<file path="src/rtl/instr_encoder_loader.sv">
// -----------------------------------------------------------------------------
// instr_encoder_loader
//
// Packs mnemonic-level instructions into the 19-bit control-unit word format.
// The packed words are written sequentially into instruction memory, starting
// at a programmed address. The boot path and testbenches use it to load a
// program before the core starts running.
//
// Optional feature macro: INSTR_ENC_RANGE_CHECK_EN
//   defined   : immediates that do not fit their field are rejected. The word
//               is not written and err_range is set.
//   undefined : immediates are truncated to the field width, and err_range
//               is tied to 0.
//
// Ports
//   clk, reset        rising-edge clock, asynchronous active-high reset
//   start             one-cycle pulse that opens a load session (IDLE/DONE only)
//   start_addr        first write address, sampled on start
//   finish            one-cycle pulse that closes the session (LOAD only)
//   in_valid/in_ready instruction handshake
//   op, rs, rt, rd    opcode and register fields
//   imm               signed I-type immediate / unsigned J-type target
//   imem_we/addr/wdata  memory write port (addr/wdata are 0 when we=0)
//   busy, done, full  session status
//   err_illegal       sticky flag: illegal opcode seen
//   err_range         sticky flag: immediate out of range
//   words_written     number of words written in this session
//   state_dbg         current FSM state (0 IDLE, 1 LOAD, 2 DRAIN, 3 DONE)
//
// Handshake: a transfer happens on a rising edge where in_valid and in_ready
// are both high. in_ready is a function of registered state only, so it
// never depends on in_valid. A legal transfer shows up on the imem port
// exactly one cycle later, for exactly one cycle.
// -----------------------------------------------------------------------------
module instr_encoder_loader #(
   parameter int ADDR_W = 8,
   parameter int DEPTH  = 256
) (
   input  logic              clk,
   input  logic              reset,
   input  logic              start,
   input  logic [ADDR_W-1:0] start_addr,
   input  logic              finish,
   input  logic              in_valid,
   output logic              in_ready,
   input  logic [3:0]        op,
   input  logic [2:0]        rs,
   input  logic [2:0]        rt,
   input  logic [2:0]        rd,
   input  logic [16:0]       imm,
   output logic              imem_we,
   output logic [ADDR_W-1:0] imem_addr,
   output logic [18:0]       imem_wdata,
   output logic              busy,
   output logic              done,
   output logic              full,
   output logic              err_illegal,
   output logic              err_range,
   output logic [ADDR_W:0]   words_written,
   output logic [1:0]        state_dbg
);

   // DRAIN covers the cycle in which the final write is still on the imem
   // port. This lets done rise only after the last write has happened.
   typedef enum logic [1:0] {
      S_IDLE  = 2'd0,
      S_LOAD  = 2'd1,
      S_DRAIN = 2'd2,
      S_DONE  = 2'd3
   } state_t;

   state_t            state, state_next;
   logic [ADDR_W-1:0] addr;
   logic [18:0]       word;
   logic              legal;
   logic              is_itype;
   logic              range_ok;
   logic              fire;
   logic              wr_ok;
   logic              last;
   logic              sess_start;

   // ---------------------------------------------------------------- encoder
   always_comb begin
      word     = '0;
      legal    = 1'b1;
      is_itype = 1'b0;
      case (op)
         4'd0:  word = {4'b0000, rs, rt, rd, 3'b000, 3'b000};  // ADD
         4'd1:  word = {4'b0000, rs, rt, rd, 3'b000, 3'b010};  // SUB
         4'd2:  word = {4'b0000, rs, rt, rd, 3'b000, 3'b100};  // AND
         4'd3:  word = {4'b0000, rs, rt, rd, 3'b000, 3'b101};  // OR
         4'd4:  word = {4'b0000, rs, rt, rd, 3'b000, 3'b111};  // SLT
         4'd5:  word = {4'b0000, rs, rt, rd, 3'b000, 3'b001};  // MVZ
         4'd6:  begin word = {2'b01, 2'b00, rs, rt, imm[8:0]}; is_itype = 1'b1; end  // ADDI
         4'd7:  begin word = {2'b01, 2'b01, rs, rt, imm[8:0]}; is_itype = 1'b1; end  // ANDI
         4'd8:  begin word = {2'b01, 2'b10, rs, rt, imm[8:0]}; is_itype = 1'b1; end  // LW
         4'd9:  begin word = {2'b01, 2'b11, rs, rt, imm[8:0]}; is_itype = 1'b1; end  // LEA
         4'd10: begin word = {2'b10, 2'b00, rs, rt, imm[8:0]}; is_itype = 1'b1; end  // SW
         4'd11: begin word = {2'b10, 2'b01, rs, rt, imm[8:0]}; is_itype = 1'b1; end  // PCM
         4'd12: begin word = {2'b10, 2'b10, rs, rt, imm[8:0]}; is_itype = 1'b1; end  // BEQ
         4'd13: word = {2'b11, imm};                                                 // J
         default: legal = 1'b0;
      endcase
   end

`ifdef INSTR_ENC_RANGE_CHECK_EN
   // An I-type immediate fits in 9 signed bits only when bits 16..8 are all
   // copies of bit 8. A 17-bit J target is always below 2^17.
   always_comb begin
      range_ok = 1'b1;
      if (is_itype)
         range_ok = (imm[16:8] == {9{imm[8]}});
   end
`else
   always_comb begin
      range_ok = 1'b1;
      if (is_itype)
         range_ok = 1'b1;
   end
`endif

   // ------------------------------------------------------------- handshake
   assign in_ready   = (state == S_LOAD) && !full;
   assign fire       = in_valid && in_ready;
   assign wr_ok      = fire && legal && range_ok;
   assign last       = (addr == ADDR_W'(DEPTH - 1));
   assign sess_start = start && ((state == S_IDLE) || (state == S_DONE));

   // ------------------------------------------------------------------- FSM
   always_ff @(posedge clk or posedge reset) begin
      if (reset)
         state <= S_IDLE;
      else
         state <= state_next;
   end

   always_comb begin
      state_next = state;
      case (state)
         S_IDLE:  if (start) state_next = S_LOAD;
         S_LOAD: begin
            if (wr_ok && (last || finish))
               state_next = S_DRAIN;   // final write still on the port
            else if (finish)
               state_next = S_DONE;
         end
         S_DRAIN: state_next = S_DONE;
         S_DONE:  if (start) state_next = S_LOAD;
         default: state_next = S_IDLE;
      endcase
   end

   assign busy      = (state == S_LOAD) || (state == S_DRAIN);
   assign done      = (state == S_DONE);
   assign state_dbg = state;

   // ------------------------------------------------------- datapath/status
   always_ff @(posedge clk or posedge reset) begin
      if (reset) begin
         imem_we       <= 1'b0;
         imem_addr     <= '0;
         imem_wdata    <= '0;
         addr          <= '0;
         words_written <= '0;
         full          <= 1'b0;
         err_illegal   <= 1'b0;
      end else begin
         imem_we    <= wr_ok;
         imem_addr  <= wr_ok ? addr : '0;
         imem_wdata <= wr_ok ? word : '0;
         if (sess_start) begin
            addr          <= start_addr;
            words_written <= '0;
            full          <= 1'b0;
            err_illegal   <= 1'b0;
         end else begin
            if (wr_ok) begin
               words_written <= words_written + 1'b1;
               // Stop at the last word: no wrap-around into low memory.
               if (last)
                  full <= 1'b1;
               else
                  addr <= addr + 1'b1;
            end
            if (fire && !legal)
               err_illegal <= 1'b1;
         end
      end
   end

`ifdef INSTR_ENC_RANGE_CHECK_EN
   logic err_range_q;
   always_ff @(posedge clk or posedge reset) begin
      if (reset)
         err_range_q <= 1'b0;
      else if (sess_start)
         err_range_q <= 1'b0;
      else if (fire && legal && !range_ok)
         err_range_q <= 1'b1;
   end
   assign err_range = err_range_q;
`else
   assign err_range = 1'b0;
`endif

endmodule
</file>
<file path="config.mk">
export PLATFORM = sky130hd
export DESIGN_NAME = instr_encoder_loader
export DESIGN_NICKNAME = d
export VERILOG_FILES = /design/src/rtl/instr_encoder_loader.sv
export SDC_FILE = /design/constraint.sdc
export NUM_CORES = 1
export LEC_CHECK = 0
export CAP_MARGIN = 10
export CORE_UTILIZATION = 45
export CTS_CLUSTER_DIAMETER = 80
export CTS_CLUSTER_SIZE = 24
export DETAILED_ROUTE_END_ITERATION = 10
export PLACE_DENSITY_LB_ADDON = 0.3
export SYNTH_ARGS = -nofsm -noshare
export SYNTH_HDL_FRONTEND = slang
export SYNTH_SLANG_ARGS = --single-unit
</file>
<file path="constraint.sdc">
create_clock -name clk -period 2.2 [get_ports clk]
set_clock_uncertainty 0.15 [all_clocks]
set_input_delay 0.22 -clock clk [delete_from_list [all_inputs] [get_ports clk]]
set_output_delay 0.22 -clock clk [all_outputs]
set_load 0.005 [all_outputs]
</file>
==> impl_metrics.yaml <==
outcome:
  run_status: "finished, final reports clean"
grt:
  grt_max_degree: 29
  grt_overflow: 0
  grt_pass1_wl_um: 9640
  track_usage_pct: 20.9
  first_global_vias: 2071
  antenna_found_initial: 0
pwr:
  power_density_nw_per_um2: 809
  intPower_uw: 1890
  power_frac_clock_pct: 18.3
  ir_worst_vdd_mv: 0.363
  leakage_uw: 0.00152
  seqPwrFrac_pct: 43.8
  switching_share_pct: 34.2
  switching_power_uw: 981
  combinationalPowerShare_pct: 37.9
  p_total_uw: 2870
synth:
  avgSynthCellArea_um2: 9.76
  synth-compound-area-share_pct: 11.3
  mappedNetlistArea_um2: 2500
  synth-edff-count: 0
  synth_top_family_by_area: "simple AND/OR/NAND/NOR gates"
  synth.net_count: 304
  synth_top_area_share_pct: 49.1
  ys_warn_count: 0
  synth_seq_cells: 49
  async_reset_ff_share_pct: 100
  synthMuxAreaShare_pct: 3.16
  synth_area_leaders: "dfrtp_1 (49%), nor2_1 (4.2%), and3_1 (3.8%)"
  synth.distinct_cells: 47
  synthAdderAreaFrac_pct: 2.51
  synth-seq-area-share_pct: 49.1
  synthFlopType: "dfrtp_1"
  yosys.area_share.simple_pct: 26.6
  synthCells: 256
  synth_xor_area_share_pct: 3.51
  synth_top_area_cell: "dfrtp_1"
routing:
  wl_per_cell_um: 13.6
  drt_iter0_drc: 179
  drc: 0
  drt.antenna.violating_nets: 0
  vias_per_cell: 5.23
  drt-pass1-iter-count: 4
  vias: 2180
  routed_wl_um: 5690
worst_setup_path:
  reg2reg_to: "state_dbg[0]"
  r2r_start: "state_dbg[1]"
  cp.arrival_ns: 1.71
  r2r_setup_slack_ns: 0.23
  cp_max_fo: 5
  r2r_cells: 7
  path_cells: "inv_1 > ha_1 > nor2b_1 > clkdlybuf4s50_1"
  cp-end-kind: "output port"
  path_class: "flip-flop to output port"
  slowest_stage: "clkdlybuf4s50_1"
  critical_path.max_stage_delay_ns: 0.52
  cp_data_required_time_ns: 1.83
  start_kind: "flip-flop"
sta:
  hold_viol_final: 0
  tightest_slew_ns: 0.531
  rsz0062_at_grt: "false"
  period_share_pct: 94.6
  max_freq_mhz: 480
  setup_viol: 0
  setup_tns_ns: 0
  fin_crit_ns: 2.08
  slew_violations: 0
  setup_ws_ns: 0.118
  relSlewSlack_pct: 64.5
cts:
  cts-hold-fix-buffers: 0
  worstSkewPairLatency_ns: 0.30
  cts.htree.levels: 2
  cts_setup_buffers: 0
  root_buffer: "clkbuf_8"
  cts_resized: 0
  clkSinkCount: 49
  cts_buffers: 5
  cts_tree: "built"
  path_clk_slew_ns: 0.09
  clock_path_buffers: 2
place:
  dp_slack_ns: 0.179
  post-dp-hpwl_um: 4290
  gp_congestion: 0.852
  place_area_um2: 3460
  io_buffers: 86
cells_and_area:
  drive_gt1_share_pct: 9.22
  syn2layout_area_growth_pct: 42.1
  fin_util_pct: 67.7
  nets: 394
  design_area_um2: 3550
  n_antenna_cell: 0
  fillers: 406
die:
  chipWidth_um: 76.5
  core_um2: 5240
  start_util_pct: 47.7
  die_area_um2: 5850
  rows: 26
  dieHeight_um: 76.5
  ios: 88
run:
  cap_violations: 0
min_path:
  hp-class: "primary input to asynchronous set/reset pin"
## critical path: cells and delay by family, from the launching register on
family | cells | cell delay (ns)
fa+ha+maj | 1 | 0.23
buf+inv | 2 | 0.62
flops | 1 | 0.41
simple gates | 1 | 0.16
## registers in the layout, summed over array words and instances (netlist names)
register       cells
addr               8
err_illegal        1
full               1
imem_addr          8
imem_wdata        19
imem_we            1
state_dbg          2
words_written      9
## how the worst max path moves through the flow
stage,startpoint,to,slack [ns]
floorplan,state_dbg[1],state_dbg[0],0.40
CTS,state_dbg[1],in_ready,0.11
finish,state_dbg[1],in_ready,0.12
global route,state_dbg[1],in_ready,0.03
global placement,op[2],addr[7],0.21
detailed placement,op[3],imem_wdata[4],0.18
## through the flow
stage / instances / hold WS, ns
final: 417 / 0.0961
after global routing: 417 / 0.137
after CTS: 417 / 0.112
after detailed placement: 409 / 0.356
after global placement: 409 / 0.353
after floorplan: 256 / 0.185
## cell type report
type                            count  area, µm²  share of cell area [%]
Clock buffer                        6       72.6                    2.05
Clock inverter                      2       15.0                   0.423
Inverter                            7       26.3                   0.740
Multi-Input combinational cell    188       1180                    33.3
Sequential cell                    49       1230                    34.6
Tap cell                           70       87.6                    2.47
Timing Repair Buffer               95        941                    26.5
## per-layer routing
layer	up-vias	wire length, µm	global-route usage (%)
met5	-	0	0
met4	0	73	6.35
met3	8	427	6.23
met2	82	2630	34.0
met1	1012	2560	26.7
li1	1078	-	-
## power by group through the flow
stage | registers [µW] | logic, µW | clock network (µW)
floorplan | 1240 | 579 | 0
global placement | 1270 | 1070 | 0
detailed placement | 1270 | 1090 | 0
CTS | 1260 | 1090 | 538
global route | 1290 | 1200 | 575
finish | 1260 | 1090 | 526
## synth_stat cells, types with 2 or more instances
| library cell | count |
|---|---|
| a21oi_1 | 12 |
| a2bb2oi_1 | 6 |
| a31oi_1 | 8 |
| and2_1 | 5 |
| and3_1 | 15 |
| buf_2 | 4 |
| buf_4 | 2 |
| clkbuf_1 | 4 |
| dfrtp_1 | 49 |
| ha_1 | 5 |
| inv_1 | 5 |
| inv_2 | 2 |
| mux2_2 | 3 |
| mux2i_1 | 3 |
| nand2_1 | 24 |
| nand2b_1 | 5 |
| nand3_1 | 10 |
| nand3_2 | 2 |
| nand4_1 | 2 |
| nor2_1 | 28 |
| nor2b_1 | 7 |
| nor3_1 | 7 |
| nor4_2 | 4 |
| o21a_1 | 2 |
| o21ai_0 | 6 |
| o21ai_1 | 4 |
| o31ai_1 | 3 |
| or3_1 | 2 |
| xnor2_1 | 8 |
| xor2_1 | 2 |
## placed cells by master (no fill, tap or decap), types with 5 or more instances in the layout
cell type	netlist	layout
a21oi_1	12	12
a2bb2oi_1	6	6
a31oi_1	8	8
and2_1	5	5
and3_1	15	15
buf_4	2	8
clkbuf_8	0	5
clkdlybuf4s50_1	0	86
dfrtp_1	49	49
ha_1	5	5
nand2_1	24	24
nand2b_1	5	5
nand3_1	10	10
nor2_1	28	28
nor2b_1	7	7
nor3_1	7	7
o21ai_0	6	6
xnor2_1	8	8
## logic make-up after synthesis
logic type,after synthesis
simple gates,120
buf+inv,19
fa+ha+maj,5
mux,7
xor+xnor,10
flops,49
other cells,1
compound gates,45
(Power assumes the default switching activity.)
